## src/rtl/swg_pkg.sv

```systemverilog
// Shared types and helpers for the sine-wave-generator phase sequencer.
// Holds the FSM state encoding, default tuning word and phase-to-index mapping.
package swg_pkg;

  typedef enum logic [1:0] {
    IDLE  = 2'd0,
    RUN   = 2'd1,
    FLUSH = 2'd2
  } swg_state_e;

  localparam int LUT_DEPTH   = 64;
  localparam int PHASE_W_DEF = 16;
  localparam int IDX_W_DEF   = $clog2(LUT_DEPTH);

  // One LUT entry per sample: the step that advances the index by exactly one.
  function automatic logic [31:0] default_ftw(input int phase_w, input int idx_w);
    return 32'd1 << (phase_w - idx_w);
  endfunction

  localparam logic [PHASE_W_DEF-1:0] DEFAULT_FTW =
    PHASE_W_DEF'(default_ftw(PHASE_W_DEF, IDX_W_DEF));

  function automatic logic [31:0] phase_index(input logic [31:0] acc, input int phase_w,
                                              input int idx_w);
    return (acc >> (phase_w - idx_w)) & ((32'd1 << idx_w) - 32'd1);
  endfunction

endpackage

```

## src/rtl/swg_phase_acc.sv

```systemverilog
// Phase accumulator: load, advance by the tuning word, or hold.
// The top IDX_W bits of the accumulator address the sine LUT.
module swg_phase_acc
  import swg_pkg::*;
#(
  parameter int PHASE_W = 16,
  parameter int IDX_W   = 6,
  parameter int T_W     = 10
) (
  input  logic               clk,
  input  logic               rst_n,
  input  logic               i_load,
  input  logic [PHASE_W-1:0] i_load_val,
  input  logic               i_advance,
  input  logic [PHASE_W-1:0] i_ftw,
  output logic [T_W-1:0]     o_lut_t
);

  logic [PHASE_W-1:0] r_acc;

  always_ff @(posedge clk or negedge rst_n) begin
    if (!rst_n) begin
      r_acc <= '0;
    end else if (i_load) begin
      r_acc <= i_load_val;
    end else if (i_advance) begin
      r_acc <= r_acc + i_ftw;
    end
  end

  assign o_lut_t = T_W'(phase_index(32'(r_acc), PHASE_W, IDX_W));

endmodule

```

## src/rtl/swg_phase_ctrl.sv

```systemverilog
// Sequencer for the sine LUT datapath: config handshake, burst/continuous runs,
// and a single-entry valid/ready output register toward the DAC formatter.
module swg_phase_ctrl
  import swg_pkg::*;
#(
  parameter int PHASE_W  = 16,
  parameter int IDX_W    = 6,
  parameter int T_W      = 10,
  parameter int SAMPLE_W = 16,
  parameter int CNT_W    = 16
) (
  input  logic                clk,
  input  logic                rst_n,
  input  logic                i_cfg_valid,
  output logic                o_cfg_ready,
  input  logic [PHASE_W-1:0]  i_cfg_ftw,
  input  logic [PHASE_W-1:0]  i_cfg_phase0,
  input  logic [CNT_W-1:0]    i_cfg_count,
  input  logic                i_start,
  input  logic                i_stop,
  output logic [T_W-1:0]      o_lut_t,
  input  logic [SAMPLE_W-1:0] i_lut_o,
  output logic                o_smp_valid,
  input  logic                i_smp_ready,
  output logic [SAMPLE_W-1:0] o_smp_data,
  output logic                o_smp_last,
  output logic                o_busy,
  output logic                o_done
);

  localparam logic [PHASE_W-1:0] FTW_RST = PHASE_W'(default_ftw(PHASE_W, IDX_W));

  swg_state_e          r_state;
  logic [PHASE_W-1:0]  r_ftw;
  logic [PHASE_W-1:0]  r_phase0;
  logic [CNT_W-1:0]    r_count;
  logic [CNT_W-1:0]    r_cnt;
  logic                r_smp_valid;
  logic [SAMPLE_W-1:0] r_smp_data;
  logic                r_smp_last;
  logic                r_done;

  logic                w_cfg_ready;
  logic                w_cfg_fire;
  logic                w_start;
  logic                w_out_free;
  logic                w_issue;
  logic                w_last_issue;
  logic [PHASE_W-1:0]  w_load_phase;
  logic [CNT_W-1:0]    w_load_cnt;

  assign w_cfg_ready  = (r_state == IDLE);
  assign w_cfg_fire   = i_cfg_valid && w_cfg_ready;
  assign w_start      = (r_state == IDLE) && i_start;
  assign w_out_free   = !r_smp_valid || i_smp_ready;
  assign w_issue      = (r_state == RUN) && !i_stop && w_out_free;
  assign w_last_issue = w_issue && (r_cnt == CNT_W'(1));
  // A config offered in the same cycle as start takes effect for that run.
  assign w_load_phase = w_cfg_fire ? i_cfg_phase0 : r_phase0;
  assign w_load_cnt   = w_cfg_fire ? i_cfg_count : r_count;

  always_ff @(posedge clk or negedge rst_n) begin
    if (!rst_n) begin
      r_ftw    <= FTW_RST;
      r_phase0 <= '0;
      r_count  <= '0;
    end else if (w_cfg_fire) begin
      r_ftw    <= i_cfg_ftw;
      r_phase0 <= i_cfg_phase0;
      r_count  <= i_cfg_count;
    end
  end

  always_ff @(posedge clk or negedge rst_n) begin
    if (!rst_n) begin
      r_state <= IDLE;
      r_cnt   <= '0;
      r_done  <= 1'b0;
    end else begin
      r_done <= 1'b0;
      case (r_state)
        IDLE: begin
          if (w_start) begin
            r_state <= RUN;
            r_cnt   <= w_load_cnt;
          end
        end
        RUN: begin
          if (i_stop) begin
            r_state <= FLUSH;
          end else if (w_issue) begin
            if (r_cnt != '0) r_cnt <= r_cnt - CNT_W'(1);
            if (w_last_issue) r_state <= FLUSH;
          end
        end
        FLUSH: begin
          if (w_out_free) begin
            r_state <= IDLE;
            r_done  <= 1'b1;
          end
        end
        default: r_state <= IDLE;
      endcase
    end
  end

  always_ff @(posedge clk or negedge rst_n) begin
    if (!rst_n) begin
      r_smp_valid <= 1'b0;
      r_smp_data  <= '0;
      r_smp_last  <= 1'b0;
    end else if (w_issue) begin
      r_smp_valid <= 1'b1;
      r_smp_data  <= i_lut_o;
      r_smp_last  <= w_last_issue;
    end else if (r_smp_valid && i_smp_ready) begin
      r_smp_valid <= 1'b0;
      r_smp_last  <= 1'b0;
    end
  end

  swg_phase_acc #(
    .PHASE_W (PHASE_W),
    .IDX_W   (IDX_W),
    .T_W     (T_W)
  ) u_acc (
    .clk        (clk),
    .rst_n      (rst_n),
    .i_load     (w_start),
    .i_load_val (w_load_phase),
    .i_advance  (w_issue),
    .i_ftw      (r_ftw),
    .o_lut_t    (o_lut_t)
  );

  assign o_cfg_ready = w_cfg_ready;
  assign o_smp_valid = r_smp_valid;
  assign o_smp_data  = r_smp_data;
  assign o_smp_last  = r_smp_last;
  assign o_busy      = (r_state != IDLE);
  assign o_done      = r_done;

endmodule

```

## config.mk

```make
export PLATFORM = sky130hd
export DESIGN_NAME = swg_phase_ctrl
export DESIGN_NICKNAME = d
export VERILOG_FILES = /design/src/rtl/swg_pkg.sv /design/src/rtl/swg_phase_acc.sv /design/src/rtl/swg_phase_ctrl.sv
export SDC_FILE = /design/constraint.sdc
export NUM_CORES = 1
export LEC_CHECK = 0
export CAP_MARGIN = 5
export CORE_ASPECT_RATIO = 2
export CORE_UTILIZATION = 56
export DETAILED_ROUTE_END_ITERATION = 10
export PLACE_DENSITY = 0.86
export SLEW_MARGIN = 25
export SYNTH_ARGS = -nofsm -noshare
export SYNTH_HDL_FRONTEND = slang
export SYNTH_SLANG_ARGS = --single-unit
```

## constraint.sdc

```tcl
create_clock -name clk -period 4.1 [get_ports clk]
set_input_delay 0.615 -clock clk [delete_from_list [all_inputs] [get_ports clk]]
set_output_delay 0.615 -clock clk [all_outputs]
set_load 0.02 [all_outputs]
```

# ---- Yosys cells after proc, flatten, opt, wreduce, memory -nomap -nowiden
# Index checks and enable logic that the tools add are counted.
dict set report classes {
  add_sub_neg 2
  eq_ne 10
  mux 20
  n_reduce_logical 17
}
# cell count
set ops {}
lappend ops {{two-way mux 16 bit} 8}
lappend ops {{case mux 16 bit (2 select lines)} 1}
lappend ops {{adder 16 bit} 1}
lappend ops {{== test 16 x 1 -> 1 bit (second input constant)} 1}
lappend ops {{nonzero test 16 bit} 1}
lappend ops {{subtractor 16 x 1 -> 16 bit (second input constant)} 1}
lappend ops {{two-way mux 2 bit} 5}
lappend ops {{nonzero test 2 bit} 4}
lappend ops {{logical AND 1 bit} 6}
lappend ops {{!= test 2 bit (second input constant)} 3}
lappend ops {{!= test 3 bit (second input constant)} 2}
lappend ops {{case mux 2 bit (3 select lines)} 1}
lappend ops {{two-way mux 1 bit} 5}
lappend ops {{AND reduction 5 bit} 1}
lappend ops {{!= test 2 x 1 -> 1 bit (second input constant)} 2}
lappend ops {{AND reduction 4 bit} 1}
lappend ops {{== test 2 x 1 -> 1 bit (second input constant)} 1}
lappend ops {{== test 2 bit (second input constant)} 1}
lappend ops {{logical NOT 1 bit} 2}
lappend ops {{logical NOT 2 bit} 1}
lappend ops {{logical OR 1 bit} 1}
dict set report totals {
  reg_bits 101
  word_cells 59
}

# ---- Logic depth before layout (Yosys ltp)
dict set report logic_depth {
  word_depth 8
  ltp_mapped 8
  ltp_nobuf 8
}

# ---- Cells and area by module
# From an unflattened synthesis, not the netlist that was laid out.
dict set report hier_totals {
  hier_cells 511
  area_unflattened_um2 5248.8
}
# mod n_inst cells_each area_per_inst_um2 seq_area_each_um2
set by_module_without_submodules {}
lappend by_module_without_submodules {swg_phase_ctrl 1 333 3734.8 2128.3}
lappend by_module_without_submodules {swg_phase_acc 1 178 1514.0 400.4}

# ---- Least setup slack after synthesis
# No wires, ideal clock.
dict set report synth_timing {
  path_type {register to register}
  from {register r_state[0]}
  to {register r_count[9]}
  arrival_ns 2.127
  t_required_ns 3.975
  path_slack_ns 1.848
  stages_incl_launch_ff 8
  n_path_buf 3
  path_cell_list {dfrtp_1 -> or2_2 -> inv_1 -> and2_1 -> buf_2 -> buf_2 -> buf_2 -> mux2_2}
}
dict set report synth_via {
  elab_chain_len 3
}
# element line
set synth_lines {}
lappend synth_lines {{start: declaration} swg_phase_ctrl.sv:33} ;# swg_state_e r_state;
lappend synth_lines {{start signal: assignment} swg_phase_ctrl.sv:76} ;# r_state <= IDLE;
lappend synth_lines {{start signal: assignment} swg_phase_ctrl.sv:84} ;# r_state <= RUN;
lappend synth_lines {{start signal: assignment} swg_phase_ctrl.sv:90} ;# r_state <= FLUSH;
lappend synth_lines {{logical NOT 2 bit} swg_phase_ctrl.sv:52} ;# assign w_cfg_ready = (r_state == IDLE);
lappend synth_lines {{via o_cfg_ready} swg_phase_ctrl.sv:15} ;# output logic o_cfg_ready,
lappend synth_lines {{logical AND 1 bit} swg_phase_ctrl.sv:53} ;# assign w_cfg_fire = i_cfg_valid && w_cfg_ready;
lappend synth_lines {{two-way mux 16 bit} n/a}
lappend synth_lines {{via w_load_cnt[9]} swg_phase_ctrl.sv:50} ;# logic [CNT_W-1:0] w_load_cnt;
lappend synth_lines {{end signal: assignment} swg_phase_ctrl.sv:70} ;# r_count <= i_cfg_count;
lappend synth_lines {{end: declaration} swg_phase_ctrl.sv:36} ;# logic [CNT_W-1:0] r_count;
# The timed path passes the listed nets, and every way through them passes these cells.
# A chain may end at the register's enable or synchronous reset.

# ---- Worst setup path after layout
dict set report layout_timing {
  from {input port i_start}
  to {register r_cnt[3]}
}
dict set report layout_via {
  elab_chain_len 3
}
# element line
set layout_lines {}
lappend layout_lines {{start: declaration} swg_phase_ctrl.sv:19} ;# input logic i_start,
lappend layout_lines {{logical AND 1 bit} swg_phase_ctrl.sv:54} ;# assign w_start = (r_state == IDLE) && i_start;
lappend layout_lines {{!= test 2 x 1 -> 1 bit (no line)} n/a}
lappend layout_lines {{AND reduction 5 bit (no line)} n/a}
lappend layout_lines {{end signal: assignment} swg_phase_ctrl.sv:85} ;# r_cnt <= w_load_cnt;
lappend layout_lines {{end signal: assignment} swg_phase_ctrl.sv:92} ;# if (r_cnt != '0) r_cnt <= r_cnt - CNT_W'(1);
lappend layout_lines {{end: declaration} swg_phase_ctrl.sv:37} ;# logic [CNT_W-1:0] r_cnt;
# No other way between the ends.

==> results by group <==
Worst setup path
  • Worst path cell trace: clkdlybuf4s50_1 > or3b_2 > nand2_1 > nor4_4 > nor2_2 > buf_4 > o21a_1 > a2bb2oi_2
  • CP max stage cell: or3b_2
  • Critical path class: primary input to flop
  • WP data arrival: about 2.9 ns
  • Startpoint type of the worst setup path: primary input
  • CP peak stage delay: about 0.52 ns
  • Setup crit end kind: flop
  • Crit path buffers/inverters: 2
  • Worst EP required: 4.38 ns
  • Top cell family by delay on the critical path: simple AND/OR/NAND/NOR gates
  • CP max FO: 19

GRT
  • GRT Resource Usage Total: a little over a quarter
  • Largest net degree at the start of global routing: 87
  • First-pass GRT wire length: around 20,000 um
  • Remaining global-route overflow: 0
  • Initial antenna violation count: 0
  • Vias in the first global route: about 4,400

Logic synthesis
  • Syn Area/Cell: approximately 11 sq um
  • Yosys warning count: 0
  • EDFF count, synth: 0
  • Distinct cells, synth: between 50 and 60
  • Seq/Total Area, Yosys: 49.2%
  • Async SR Flop Fraction: 100%
  • Top FF cell, synth: dfrtp_1
  • FF+latch count, synth: between 100 and 150
  • Cells after Synth: 485
  • Syn Std Cell Area: around 5100 sq um

Route
  • Vias: 4,170
  • DR DRC count: 0
  • 1st-iter DRT viols: around 350
  • Pre-Repair DR Iteration Count: 5
  • Via density: just over 6
  • WL/cell: ~19 um
  • Final wirelength: approximately 13,000 um
  • Post-route antenna net violation count: 0

Status
  • Status: complete, no violations

Die
  • Core ar.: 8950 sq um
  • Initial Util: a little under three fifths
  • Ports: 101
  • Die width: 69.7 um
  • FP Rows: between 40 and 50
  • Die span in y: around 140 um
  • Die area: between 9000 and 10,000 sq um

Clocking
  • Worst-path clk slew: roughly 0.070 ns
  • Root Driver: clkbuf_16
  • PostCTS Resize Cnt: 0
  • CTS Buf Count: 9
  • CTS tree: built
  • Clk Latency, worst-skew pair: around 0.35 ns
  • H-Tree Depth: 3
  • Post-CTS Setup Bufs: 0
  • Cts-stage hold buffer count: 0
  • CTS sink cnt: 101
  • CTS Buffer Depth: 2

Cells and area
  • Post-Layout Cell Count: about 680
  • Fill count: between 600 and 700
  • Nets: 660
  • P&R area growth vs syn: 25.3%
  • N_diodes: 0
  • Share of cells above drive strength 1: between 10% and 20%
  • Post-layout util: 71.9%

Flow run
  • Max_cap viols: 0

STA
  • Worst relative slew slack: ~44%
  • Final setup TNS: 0 ns
  • Clock Skews: 0.00380 ns
  • Final cycle utilization of the critical path: about two thirds
  • Final hold vios: 0
  • RSZ-0062 raised after global routing: no
  • Final Critical Period: about 2.7 ns
  • Worst hold slack: around 0.32 ns
  • Worst-margin pin slew: between 0.8 and 0.9 ns
  • Final setup fails: 0
  • Maximum clock rate: about 0.38 GHz
  • Pins Over Slew Limit: 0

Hold path
  • Worst Hold Class: primary input to asynchronous set/reset pin

Place
  • Detailed Place HPWL: around 9000 um
  • I/O Buffers: 96
  • Final GP Congestion: a little under 0.9
  • Dpl cells: 662

Power
  • VDD IR max: roughly 510 uV
  • Leakage Power: about 2.8 nW
  • Pwr Density: roughly 860 nW/um^2
-- final timing paths --
path                                            start                     endpoint  slack, ns  depth (start not counted)
min in group clk           o_smp_data[14]$_DFFE_PN0P_   o_smp_data[14]$_DFFE_PN0P_       0.47                          2
hold / removal                                  rst_n         r_count[2]$_DFF_PN0_       0.32                          1
max in group asynchronous                       rst_n        r_phase0[0]$_DFF_PN0_       3.03                          2
setup / recovery                              i_start         r_cnt[3]$_DFFE_PN0P_       1.44                          8
setup reg to reg               r_state[1]$_DFFE_PN0P_  u_acc.r_acc[11]$_DFFE_PN0P_       1.47                          6
hold reg to reg            o_smp_data[14]$_DFFE_PN0P_   o_smp_data[14]$_DFFE_PN0P_       0.47                          2
-- routing by layer --
layer / share of wire [%] / vias to the layer above / track usage [%]
met1: 35 / 2079 / 28.1
li1: - / 1899 / -
met2: 57 / 154 / 52.0
met5: 0 / - / 0
met3: 4.2 / 38 / 4.10
met4: 4.0 / 0 / 16.2
-- synthesized netlist by cell type, types with 3 or more instances --
master     instances  share of area, %
dfrtp_1          100                49
nand2_1           83               6.1
mux2_2            48                11
a21oi_1           27               2.6
o21ai_0           22               2.1
ha_1              18               4.4
nor2_1            18               1.3
clkbuf_1          12              0.88
a21o_1            11               1.6
buf_4             10               1.5
xor2_1             8               1.4
a221o_1            7               1.4
buf_2              7              0.68
inv_1              7              0.51
and3_1             6              0.73
nand2b_1           6              0.73
nor3_1             6              0.58
o21a_1             6              0.88
nor4_1             5              0.61
o211ai_1           5              0.73
a22o_1             4              0.68
a22oi_1            4              0.58
nand4_1            4              0.49
nor2b_1            4              0.49
o31ai_1            4              0.58
xnor2_1            4              0.68
a211oi_1           3              0.44
a2bb2oi_2          3              0.88
and2_1             3              0.37
nand3_1            3              0.29
o32ai_1            3              0.51
-- through the flow --
step | instance area [sq um] | total power [mW] | worst slack [ns]
2_1_floorplan | 5150 | 3.81 | 1.85
3_3_place_gp | 6110 | 4.46 | 1.20
3_5_place_dp | 6130 | 4.61 | 1.13
4_1_cts | 6430 | 5.50 | 1.46
5_1_grt | 6440 | 5.89 | 1.25
6_report | 6440 | 5.53 | 1.44
-- registers in the layout, summed over array words and instances, names as in the netlist --
signal,flops
r_count,16
o_done,1
u_acc.r_acc,16
o_smp_data,16
o_smp_last,1
r_phase0,16
r_cnt,16
r_ftw,16
o_smp_valid,1
r_state,2
-- layout by cell type (no fill, tap or decap), drive strengths merged, types with 4 or more instances in the layout --
| master | netlist | routed |
|---|---|---|
| dfrtp | 100 | 100 |
| clkbuf | 12 | 11 |
| a21oi | 27 | 27 |
| a221o | 7 | 7 |
| nand2b | 6 | 6 |
| o31ai | 4 | 4 |
| buf | 20 | 9 |
| a21o | 11 | 11 |
| ha | 18 | 18 |
| inv | 7 | 7 |
| clkdlybuf4s50 | 0 | 95 |
| nand2 | 83 | 83 |
| nand4 | 4 | 4 |
| and3 | 6 | 6 |
| conb | 1 | 4 |
| nor2b | 4 | 4 |
| nor4 | 6 | 6 |
| nor3 | 6 | 6 |
| a22oi | 5 | 5 |
| mux2 | 48 | 48 |
| xor2 | 8 | 8 |
| xnor2 | 4 | 4 |
| nor2 | 19 | 19 |
| a22o | 4 | 4 |
| o21ai | 23 | 23 |
| o211ai | 5 | 5 |
| o21a | 6 | 6 |
-- area by class of cell --
cell class,count,area (sq um),area share [%]
inverters,7,26.3,0.408
clock inverters,5,60.1,0.933
flip-flops and latches,101,2530,39.3
well taps,102,128,1.98
clock buffers,11,243,3.77
multi-input cells,348,2420,37.6
repair buffers,104,1030,16.0
-- kinds of logic (layout without fill, tap and decap cells) --
group / count (synthesis) / in the layout / share of synthesized area [%]
flip-flops: 101 / 101 / 49.2
AO/OA/AOI/OAI: 118 / 118 / 16.1
AND/OR/NAND/NOR: 147 / 147 / 13.2
other: 1 / 4 / 0.0730
multiplexers: 48 / 48 / 10.5
buffers and inverters: 39 / 127 / 4.04
XOR/XNOR: 12 / 12 / 2.04
adder cells (fa/ha/maj): 19 / 19 / 4.77
-- where the power goes --
part           internal, mW  leakage, nW  switching, mW  total (mW)
combinational          1.32         1.46           1.52        2.84
clock                 0.491        0.146          0.374       0.865
sequential             1.49         1.20          0.330        1.82
No activity file was read; power rests on OpenSTA's default activity.
